$ cat config.mk
export PLATFORM = sky130hd
export DESIGN_NAME = border_tx_arbiter_flat
export DESIGN_NICKNAME = d
export VERILOG_FILES = /design/src/rtl/border_tx_arbiter_if.sv /design/src/rtl/border_tx_arbiter.sv /design/src/flat_wrapper.sv
export SDC_FILE = /design/constraint.sdc
export NUM_CORES = 1
export LEC_CHECK = 0
export ABC_AREA = 1
export CORE_AREA = 2 2 229 231
export DETAILED_ROUTE_END_ITERATION = 8
export DIE_AREA = 0 0 231 233
export SKIP_CTS_REPAIR_TIMING = 1
export SLEW_MARGIN = 40
export SYNTH_ARGS = -nofsm -noshare
export SYNTH_HDL_FRONTEND = slang
export SYNTH_SLANG_ARGS = --single-unit
$ cat constraint.sdc
create_clock -name clk -period 10.1 [get_ports clk]
set_input_delay 2.02 -clock clk [delete_from_list [all_inputs] [get_ports clk]]
set_output_delay 2.02 -clock clk [all_outputs]
set_load 0.01 [all_outputs]
$ cat src/rtl/border_tx_arbiter_if.sv
// Handshake bundle between the control FIFO, the border channels and the parent link.
// The arbiter connects through the slave modport; the sources and sink use master.
interface border_tx_arbiter_if #(
    parameter int NUM_CHANNELS   = 30,
    parameter int FPGA_FIFO_SIZE = 12
);
    logic [NUM_CHANNELS*FPGA_FIFO_SIZE-1:0] border_data;
    logic [NUM_CHANNELS-1:0]                border_valid;
    logic [NUM_CHANNELS-1:0]                border_ready;
    logic [63:0]                            ctrl_data;
    logic                                   ctrl_valid;
    logic                                   ctrl_ready;
    logic [63:0]                            out_data;
    logic                                   out_valid;
    logic                                   out_ready;

    modport master (
        output border_data, border_valid, ctrl_data, ctrl_valid, out_ready,
        input  border_ready, ctrl_ready, out_data, out_valid
    );

    modport slave (
        input  border_data, border_valid, ctrl_data, ctrl_valid, out_ready,
        output border_ready, ctrl_ready, out_data, out_valid
    );
endinterface

$ cat src/rtl/border_tx_arbiter.sv
// Parent-link arbiter: control words pass verbatim, border payloads are framed with a tag
// header; round-robin across border channels with a cap on consecutive control grants.
module border_tx_arbiter #(
    parameter int          NUM_CHANNELS   = 30,
    parameter int          FPGA_FIFO_SIZE = 12,
    parameter int          CTRL_BURST_MAX = 4,
    parameter logic [7:0]  BORDER_TAG     = 8'hFE
) (
    input  logic                 clk,
    input  logic                 reset,
    border_tx_arbiter_if.slave   link,
    output logic                 busy,
    output logic [15:0]          ctrl_count,
    output logic [15:0]          border_count
);
    localparam int PTR_W   = (NUM_CHANNELS > 1) ? $clog2(NUM_CHANNELS) : 1;
    localparam int BURST_W = (CTRL_BURST_MAX > 0) ? $clog2(CTRL_BURST_MAX + 1) : 1;
    localparam logic [BURST_W-1:0] BURST_MAX  = BURST_W'(CTRL_BURST_MAX);
    localparam logic [PTR_W:0]     NUM_CH_EXT = (PTR_W + 1)'(NUM_CHANNELS);
    localparam logic [PTR_W-1:0]   LAST_CH    = PTR_W'(NUM_CHANNELS - 1);

    logic                  out_valid_q, out_valid_d;
    logic [63:0]           out_data_q, out_data_d;
    logic [PTR_W-1:0]      rr_ptr_q, rr_ptr_d;
    logic [BURST_W-1:0]    burst_cnt_q, burst_cnt_d;
    logic [15:0]           ctrl_count_q, ctrl_count_d;
    logic [15:0]           border_count_q, border_count_d;

    logic                  load_en;
    logic                  any_border;
    logic                  ctrl_wins;
    logic                  ctrl_grant;
    logic                  border_grant;
    logic [2*NUM_CHANNELS-1:0] valid_rot;
    logic [PTR_W-1:0]      rr_offset;
    logic [PTR_W:0]        grant_sum;
    logic [PTR_W-1:0]      grant_idx;
    logic [NUM_CHANNELS-1:0] grant_onehot;
    logic [31:0]           payload_ext [NUM_CHANNELS];
    logic [31:0]           grant_payload;

    generate
        for (genvar gi = 0; gi < NUM_CHANNELS; gi++) begin : g_chan
            assign payload_ext[gi]  = 32'(link.border_data[gi*FPGA_FIFO_SIZE +: FPGA_FIFO_SIZE]);
            assign grant_onehot[gi] = (grant_idx == PTR_W'(gi));
        end
    endgenerate

    always_comb begin
        load_en      = !out_valid_q || link.out_ready;
        any_border   = |link.border_valid;
        ctrl_wins    = link.ctrl_valid && !((burst_cnt_q == BURST_MAX) && any_border);
        // Readies are forced low while reset is asserted so nothing is popped and lost.
        ctrl_grant   = reset && load_en && ctrl_wins;
        border_grant = reset && load_en && !ctrl_wins && any_border;

        // Rotate the valids so bit 0 is the channel at rr_ptr; lowest set bit is the winner.
        valid_rot = {link.border_valid, link.border_valid} >> rr_ptr_q;
        rr_offset = '0;
        for (int k = NUM_CHANNELS - 1; k >= 0; k--) begin
            if (valid_rot[k]) begin
                rr_offset = PTR_W'(k);
            end
        end
        grant_sum = {1'b0, rr_ptr_q} + {1'b0, rr_offset};
        if (grant_sum >= NUM_CH_EXT) begin
            grant_sum = grant_sum - NUM_CH_EXT;
        end
        grant_idx = grant_sum[PTR_W-1:0];

        grant_payload = '0;
        for (int k = 0; k < NUM_CHANNELS; k++) begin
            grant_payload = grant_payload | (payload_ext[k] & {32{grant_onehot[k]}});
        end
    end

    assign link.ctrl_ready   = ctrl_grant;
    assign link.border_ready = {NUM_CHANNELS{border_grant}} & grant_onehot;

    always_comb begin
        out_valid_d    = out_valid_q;
        out_data_d     = out_data_q;
        rr_ptr_d       = rr_ptr_q;
        burst_cnt_d    = burst_cnt_q;
        ctrl_count_d   = ctrl_count_q;
        border_count_d = border_count_q;

        if (ctrl_grant) begin
            out_valid_d  = 1'b1;
            out_data_d   = link.ctrl_data;
            ctrl_count_d = (ctrl_count_q == 16'hFFFF) ? ctrl_count_q : ctrl_count_q + 16'd1;
        end else if (border_grant) begin
            out_valid_d    = 1'b1;
            out_data_d     = {BORDER_TAG, 8'h00, 16'(grant_idx), grant_payload};
            rr_ptr_d       = (grant_idx == LAST_CH) ? '0 : grant_idx + PTR_W'(1);
            border_count_d = (border_count_q == 16'hFFFF) ? border_count_q : border_count_q + 16'd1;
        end else if (load_en) begin
            out_valid_d = 1'b0;
        end

        // The burst count only measures control grants made while border traffic waits.
        if (!any_border || border_grant) begin
            burst_cnt_d = '0;
        end else if (ctrl_grant) begin
            burst_cnt_d = burst_cnt_q + BURST_W'(1);
        end
    end

    always_ff @(posedge clk) begin
        if (!reset) begin
            out_valid_q    <= 1'b0;
            out_data_q     <= '0;
            rr_ptr_q       <= '0;
            burst_cnt_q    <= '0;
            ctrl_count_q   <= '0;
            border_count_q <= '0;
        end else begin
            out_valid_q    <= out_valid_d;
            out_data_q     <= out_data_d;
            rr_ptr_q       <= rr_ptr_d;
            burst_cnt_q    <= burst_cnt_d;
            ctrl_count_q   <= ctrl_count_d;
            border_count_q <= border_count_d;
        end
    end

    assign link.out_valid = out_valid_q;
    assign link.out_data  = out_data_q;
    assign busy           = link.ctrl_valid || any_border || out_valid_q;
    assign ctrl_count     = ctrl_count_q;
    assign border_count   = border_count_q;
endmodule
$ cat src/flat_wrapper.sv
// flat-port wrapper written by rule: the top's interface ports become plain ports
module border_tx_arbiter_flat 
#(
    parameter int          NUM_CHANNELS   = 30,
    parameter int          FPGA_FIFO_SIZE = 12,
    parameter int          CTRL_BURST_MAX = 4,
    parameter logic [7:0]  BORDER_TAG     = 8'hFE
)
  (clk, reset, busy, ctrl_count, border_count, link_border_data, link_border_valid, link_ctrl_data, link_ctrl_valid, link_out_ready, link_border_ready, link_ctrl_ready, link_out_data, link_out_valid);
  border_tx_arbiter_if #(.NUM_CHANNELS(NUM_CHANNELS), .FPGA_FIFO_SIZE(FPGA_FIFO_SIZE)) link_i ();
  input  logic clk;
  input  logic reset;
  output logic busy;
  output logic [15:0] ctrl_count;
  output logic [15:0] border_count;
  input wire logic [$bits(link_i.border_data)-1:0] link_border_data;
  input wire logic [$bits(link_i.border_valid)-1:0] link_border_valid;
  input wire logic [$bits(link_i.ctrl_data)-1:0] link_ctrl_data;
  input wire logic [$bits(link_i.ctrl_valid)-1:0] link_ctrl_valid;
  input wire logic [$bits(link_i.out_ready)-1:0] link_out_ready;
  output wire logic [$bits(link_i.border_ready)-1:0] link_border_ready;
  output wire logic [$bits(link_i.ctrl_ready)-1:0] link_ctrl_ready;
  output wire logic [$bits(link_i.out_data)-1:0] link_out_data;
  output wire logic [$bits(link_i.out_valid)-1:0] link_out_valid;
  assign link_i.border_data = link_border_data;
  assign link_i.border_valid = link_border_valid;
  assign link_i.ctrl_data = link_ctrl_data;
  assign link_i.ctrl_valid = link_ctrl_valid;
  assign link_i.out_ready = link_out_ready;
  assign link_border_ready = link_i.border_ready;
  assign link_ctrl_ready = link_i.ctrl_ready;
  assign link_out_data = link_i.out_data;
  assign link_out_valid = link_i.out_valid;
  border_tx_arbiter #(.NUM_CHANNELS(NUM_CHANNELS), .FPGA_FIFO_SIZE(FPGA_FIFO_SIZE), .CTRL_BURST_MAX(CTRL_BURST_MAX), .BORDER_TAG(BORDER_TAG)) u_core (.clk(clk), .reset(reset), .link(link_i), .busy(busy), .ctrl_count(ctrl_count), .border_count(border_count));
endmodule
==> impl_metrics.py, run 1 <==
metrics = {
    "worst_setup_path": {
        "crit_path_max_fanout": 5,
        "cp.required_ps": 8080,
        "worstRegToRegCells": 60,
        "r2r_end": "u_core.link.out_data[6]",
        "r2r_setup_slack_ps": 2620,
        "startpoint_type": "primary input",
        "arrival_ps": 7850,
        "crit_type": "primary input to primary output",
        "critPathCaptureType": "primary output",
        "r2r-start": "u_core.rr_ptr_q[1]",
        "crit_top_cell": "nand2_1",
        "max_stage_delay_ps": 530,
        "cp_slowest_cell": "clkdlybuf4s50_1",
    },
    "finish": {
        "final_cells": 2949,
        "fillCellCount": 5577,
        "utilization_pct": 33.97,
        "design_area_mm2": 0.01736,
        "nNetsFinal": 2732,
        "area_growth_pct": 83.20,
        "drive_gt1_share_pct": 10.21,
    },
    "global_route": {
        "grt_max_degree": 72,
        "grt_overflow": 0,
        "grt_pass1_wl_um": 95060,
        "antenna_found_initial": 11,
        "gr-usage-all-layers_pct": 24.28,
        "grt_pass1_vias": 13900,
    },
    "clocking": {
        "cts_made_buffers": 9,
        "insertion_delay_ps": 370,
        "cts_tree": "yes",
        "cts_buffer_depth": 2,
        "htree_levels": 3,
        "cts.clk_slew.worst_paths_ps": 80,
        "cts-root-buf": "clkbuf_16",
        "cts.sinks": 105,
    },
    "power_and_ir_drop": {
        "p_per_area_mw_per_mm2": 194.8,
        "swShare_pct": 52.23,
        "power_switching_mw": 1.766,
        "internal_power_mw": 1.615,
        "ir_drop_v": 0.0001357,
        "leakage_nw": 7.402,
        "pwr-share-clk_pct": 10.9,
        "pwr-share-comb_pct": 74.8,
        "p_seq_share_pct": 14.3,
    },
    "floorplanning": {
        "die_h_um": 233,
        "io_pins": 587,
        "die_w_um": 231,
        "num_rows": 83,
        "start_util_pct": 18.54,
        "coreArea_mm2": 0.05109,
        "die_area_mm2": 0.05382,
    },
    "sta": {
        "rsz0062_at_grt": "true",
        "finalSetupViolations": 0,
        "post-route-period-util_pct": 97.70,
        "relSlewSlack_pct": 49.91,
        "drv_slew": 0,
        "hold_viol": 0,
        "max_freq_ghz": 0.1013,
        "period_needed_ps": 9868,
        "worst_pin_slew_ps": 749.0,
        "skew_ps": 15.19,
    },
    "place": {
        "hpwl_um": 57760,
        "io_buffers": 586,
        "place_congestion": 0.9676,
        "placed_area_mm2": 0.01671,
        "dp_cells": 2921,
    },
    "synth": {
        "synth_cell_types": 56,
        "ys_seq_area_share_pct": 22.19,
        "netlist_area_mm2": 0.009474,
        "avgSynthCellArea_um2": 5.830,
        "yosysWarnings": 0,
        "synth.net_count": 2099,
        "synthCells": 1625,
        "ys_ff_latch": 105,
    },
    "hold_path": {
        "holdPathStages": 2,
        "worstHoldPathType": "flip-flop to flip-flop",
        "worstHoldStart": "u_core.link.out_data[46]",
        "min_to": "u_core.link.out_data[46]",
    },
    "flow_run": {
        "cap_viol_max_count": 0,
    },
    "routing": {
        "drtIter0Drc": 1281,
        "ant_nets": 0,
        "viasPerCell": 4.795,
        "via_count": 14140,
        "drcViolationCount": 0,
        "wl_um": 68430,
        "wl_per_cell_um": 23.20,
        "firstDrtPassIters": 6,
    },
    "run_status": {
        "status": "finished clean",
    },
}
[sequential cells by signal, summed over array words and instances, names as in the netlist]
name and cells:
u_core.ctrl_count 16, u_core.border_count 16, u_core.rr_ptr_q 5, u_core.link.out_data 64
u_core.burst_cnt_q 3, u_core.link.out_valid 1
[layout by cell type (no fill, tap or decap), types with 4 or more instances in the layout]
cell type        Yosys  layout
a22o_1              17      17
nand3_2              1      12
nand2_4              3       4
nand2_2              3       7
inv_2               16      17
inv_8                0       4
dlymetal6s2s_1       0      25
o21ai_0             58      53
diode_2              0       6
a22oi_1             36      36
nand2_1            566     561
nor2_4               2       6
mux2i_1              4       4
nor3_1              29      29
dfxtp_1            105     105
o211ai_1            13      13
a31oi_1             20      20
a221oi_1            21      21
nand3_1            177     166
nor4_4               1       4
nor3_2               9       7
nand4_1             46      46
o21ai_1              6       8
buf_4                8     127
nor2_1             109     105
clkbuf_16            0       9
nor2_2               4       4
a21oi_1             99      99
ha_1                15      14
buf_12               0       4
nor4_1              11       8
inv_1              121     118
clkdlybuf4s50_1      0     557
a221oi_2             4       4
[critical path: cells and delay by family]
family,cells,cell delay (ps)
simple gates,33,2230
buf+inv,9,1850
fa+ha+maj,3,760
compound gates,4,580
xor+xnor,2,410
[Yosys cell counts, drive strengths merged]
| library cell | n | area (µm²) |
|---|---|---|
| a211oi | 3 | 22.52 |
| a21boi | 1 | 7.510 |
| a21o | 1 | 7.510 |
| a21oi | 99 | 495.5 |
| a221o | 3 | 30.03 |
| a221oi | 25 | 244.0 |
| a22o | 17 | 148.9 |
| a22oi | 36 | 270.3 |
| a31o | 1 | 8.760 |
| a31oi | 20 | 125.1 |
| a32o | 3 | 30.03 |
| and2 | 1 | 6.260 |
| and3 | 2 | 12.51 |
| buf | 56 | 301.5 |
| clkbuf | 36 | 135.1 |
| clkinv | 1 | 3.750 |
| dfxtp | 105 | 2102 |
| fa | 1 | 20.02 |
| ha | 15 | 187.7 |
| inv | 138 | 520.5 |
| mux2i | 4 | 40.04 |
| nand2 | 572 | 2177 |
| nand3 | 178 | 895.9 |
| nand4 | 47 | 300.3 |
| nor2 | 115 | 456.7 |
| nor3 | 39 | 251.5 |
| nor3b | 3 | 22.52 |
| nor4 | 12 | 90.09 |
| o211a | 1 | 10.01 |
| o211ai | 13 | 97.59 |
| o21ai | 65 | 336.6 |
| o21bai | 1 | 7.510 |
| o221ai | 2 | 17.52 |
| or2 | 1 | 6.260 |
| or3 | 1 | 6.260 |
| or4 | 1 | 7.510 |
| xnor2 | 2 | 17.52 |
| xor2 | 4 | 53.81 |
[power groups by stage]
| stage | Sequential (mW) | Combinational [mW] | Clock [mW] |
|---|---|---|---|
| final | 0.483 | 2.53 | 0.370 |
| after global routing | 0.487 | 2.73 | 0.393 |
| after CTS | 0.483 | 2.43 | 0.381 |
| after detailed placement | 0.493 | 2.42 | 0 |
| after global placement | 0.492 | 2.42 | 0 |
| after floorplan | 0.505 | 1.20 | 0 |
[cells by family (layout without fill, tap and decap cells)]
family | count (synthesis) | after routing | synth area share [%]
AO/OA/AOI/OAI | 291 | 291 | 19.63
multiplexers | 4 | 4 | 0.4226
other | 0 | 6 | 0
XOR/XNOR | 6 | 6 | 0.7529
buffers and inverters | 231 | 869 | 10.14
AND/OR/NAND/NOR | 972 | 972 | 44.68
adder cells (fa/ha/maj) | 16 | 16 | 2.192
flip-flops | 105 | 105 | 22.19
[metrics by stage]
step | hold slack (ps) | setup TNS, ps | setup WS [ps] | total power, mW
after floorplan | 457.3 | 0 | 1570 | 1.709
after global placement | 451.8 | -810.5 | -319.0 | 2.908
after detailed placement | 455.4 | -22.73 | -22.73 | 2.910
after CTS | 467.6 | -63.16 | -56.95 | 3.293
after global routing | 484.6 | -1291 | -300.9 | 3.613
final | 466.1 | 0 | 232.3 | 3.381
[routing by layer]
metal  wire length (µm)  track usage [%]  part of all wire, %
met1              28830            30.95                   42
met2              32520            41.23                   48
met3               5454            5.404                  8.0
met4               1612            6.089                  2.4
met5                 18                0                0.026
[worst max-delay path by stage]
stage,slack [ps],depth (start not counted),end,startpoint
after floorplan,1570,51,link_border_ready[15],link_border_valid[25]
after global placement,-320,51,link_border_ready[16],link_border_valid[25]
after detailed placement,-20,53,link_border_ready[16],link_border_valid[25]
after CTS,-60,50,link_border_ready[16],link_border_valid[22]
after global routing,-300,55,link_border_ready[16],link_border_valid[28]
final,230,51,link_border_ready[16],link_border_valid[15]
[cell type report]
class	instances	area, µm²	share of cell area (%)
diodes	6	15.01	0.08651
clock buffers	9	225.2	1.298
multi-input cells	1289	6614	38.11
well taps	680	850.8	4.902
flip-flops and latches	105	2102	12.11
inverters	139	529.3	3.049
repair buffers	714	6927	39.91
clock inverters	7	93.84	0.5407
Power figures use the tool's default switching activity.
==> inputs of run 2 (changes only) <==
GPL_ROUTABILITY_DRIVEN = 0   (was unset)
==> run 2 against run 1 <==
Against the previous run: critical path depth increased by 3; flip-flop and latch count stayed put; cell area is 2.0% lower; non-clock buffer count down 23; fmax grew 3.6%; clock skew fell by 3.1 ps; die area unchanged; clock power is 1% higher; combinational power down 6%; sequential share of layout area up 0.24 points; critical path type unchanged; highest routed layer unchanged.
==> impl_metrics.py, run 2 (synthesized netlist as in run 1, its figures left out) <==
metrics = {
    "global_route": {
        "grt_pass1_vias": 13680,
        "grt_overflow": 0,
        "gr-usage-all-layers_pct": 23.34,
        "grt_max_degree": 72,
        "grt_pass1_wl_um": 91420,
        "antenna_found_initial": 11,
    },
    "sta": {
        "period_needed_ps": 9522,
        "hold_viol": 0,
        "relSlewSlack_pct": 50.73,
        "drv_slew": 0,
        "hold_slack_ps": 466.9,
        "fin_ws_ps": 578.0,
        "skew_ps": 12.07,
        "max_freq_ghz": 0.1050,
        "worst_pin_slew_ps": 736.6,
        "post-route-period-util_pct": 94.28,
        "finalSetupViolations": 0,
    },
    "worst_setup_path": {
        "cp.required_ps": 8080,
        "startpoint_type": "primary input",
        "crit_type": "primary input to primary output",
        "crit_top_cell": "nand2_1",
        "arrival_ps": 7500,
        "critPathCaptureType": "primary output",
        "cp_slowest_cell": "clkdlybuf4s50_1",
        "crit_path_max_fanout": 5,
        "max_stage_delay_ps": 510,
    },
    "clocking": {
        "insertion_delay_ps": 360,
        "htree_levels": 3,
        "cts_made_buffers": 9,
        "cts.sinks": 105,
        "cts-root-buf": "clkbuf_16",
        "cts_tree": "yes",
        "cts_buffer_depth": 2,
        "cts.clk_slew.worst_paths_ps": 80,
    },
    "routing": {
        "viasPerCell": 4.849,
        "via_count": 14190,
        "firstDrtPassIters": 5,
        "drtIter0Drc": 1278,
        "wl_per_cell_um": 22.55,
        "wl_um": 66000,
        "drcViolationCount": 0,
        "ant_nets": 0,
    },
    "place": {
        "post-place-ws_ps": 69.17,
        "io_buffers": 586,
        "placed_area_mm2": 0.01656,
        "hpwl_um": 55570,
    },
    "power_and_ir_drop": {
        "power.total_mw": 3.248,
        "ir_drop_v": 0.0001505,
        "p_per_area_mw_per_mm2": 190.9,
        "leakage_nw": 7.240,
    },
    "floorplanning": {
        "coreArea_mm2": 0.05109,
        "die_w_um": 231,
        "io_pins": 587,
        "die_area_mm2": 0.05382,
        "start_util_pct": 18.54,
        "num_rows": 83,
        "die_h_um": 233,
    },
    "finish": {
        "design_area_mm2": 0.01701,
        "largest_reg_flops": 64,
        "nNetsFinal": 2709,
        "mostFrequentLayoutCell": "nand2_1",
        "final_cell_mix": "563 x nand2_1, 555 x clkdlybuf4s50_1, 177 x nand3_1",
        "drive_gt1_share_pct": 8.393,
        "area_growth_pct": 79.57,
    },
    "flow_run": {
        "cap_viol_max_count": 0,
    },
    "run_status": {
        "status": "finished clean",
    },
    "hold_path": {
        "worstHoldPathType": "flip-flop to flip-flop",
    },
}
[run 2: final cells by class]
class                           instances  area (µm²)
Antenna cell                            7       17.52
Clock buffer                           10       229.0
Clock inverter                          6       73.82
Fill cell                            5609       34080
Inverter                              139       526.8
Multi-Input combinational cell       1289        6510
Sequential cell                       105        2102
Tap cell                              680       850.8
Timing Repair Buffer                  691        6703
[run 2: critical path: cells and delay by family]
family                     cells  cell delay, ps
and+or+nand+nor               41            3290
buffers and inverters          9            1370
adders and majority gates      2             620
AOI/OAI and AO/OA              2             170
[run 2: final timing paths]
check	cells past startpoint	startpoint	to	slack, ps
setup / recovery	54	link_border_valid[15]	link_border_ready[5]	580
hold / removal	2	u_core.link.out_data[11]	u_core.link.out_data[11]	470
setup reg to reg	61	u_core.rr_ptr_q[0]	u_core.link.out_data[4]	2200
hold reg to reg	2	u_core.link.out_data[11]	u_core.link.out_data[11]	470
[run 2: power by group]
group	internal [mW]	switching [mW]	total, mW
Clock	0.197	0.179	0.375
Combinational	0.913	1.48	2.39
Sequential	0.456	0.0267	0.483
Total	1.57	1.68	3.25
[run 2: through the flow]
stage	utilization (%)	TNS, ps	instances
6_report	33.30	0	2927
5_1_grt	33.29	-31.98	2925
4_1_cts	33.00	0	2917
3_5_place_dp	32.41	0	2901
3_3_place_gp	32.40	0	2901
2_1_floorplan	-	0	1625
[run 2: metal layers]
| metal | wire, µm | global-route usage (%) | vias up |
|---|---|---|---|
| met5 | 13 | 0 | - |
| li1 | - | - | 6713 |
| met3 | 5225 | 4.424 | 97 |
| met2 | 30740 | 39.13 | 756 |
| met4 | 1928 | 6.613 | 2 |
| met1 | 28090 | 30.35 | 6624 |
==> inputs of run 3 (changes only) <==
HOLD_SLACK_MARGIN = 0.08   (was unset)
==> results of run 3 <==
Final layout, timing and power as in run 2 (identical DEF).
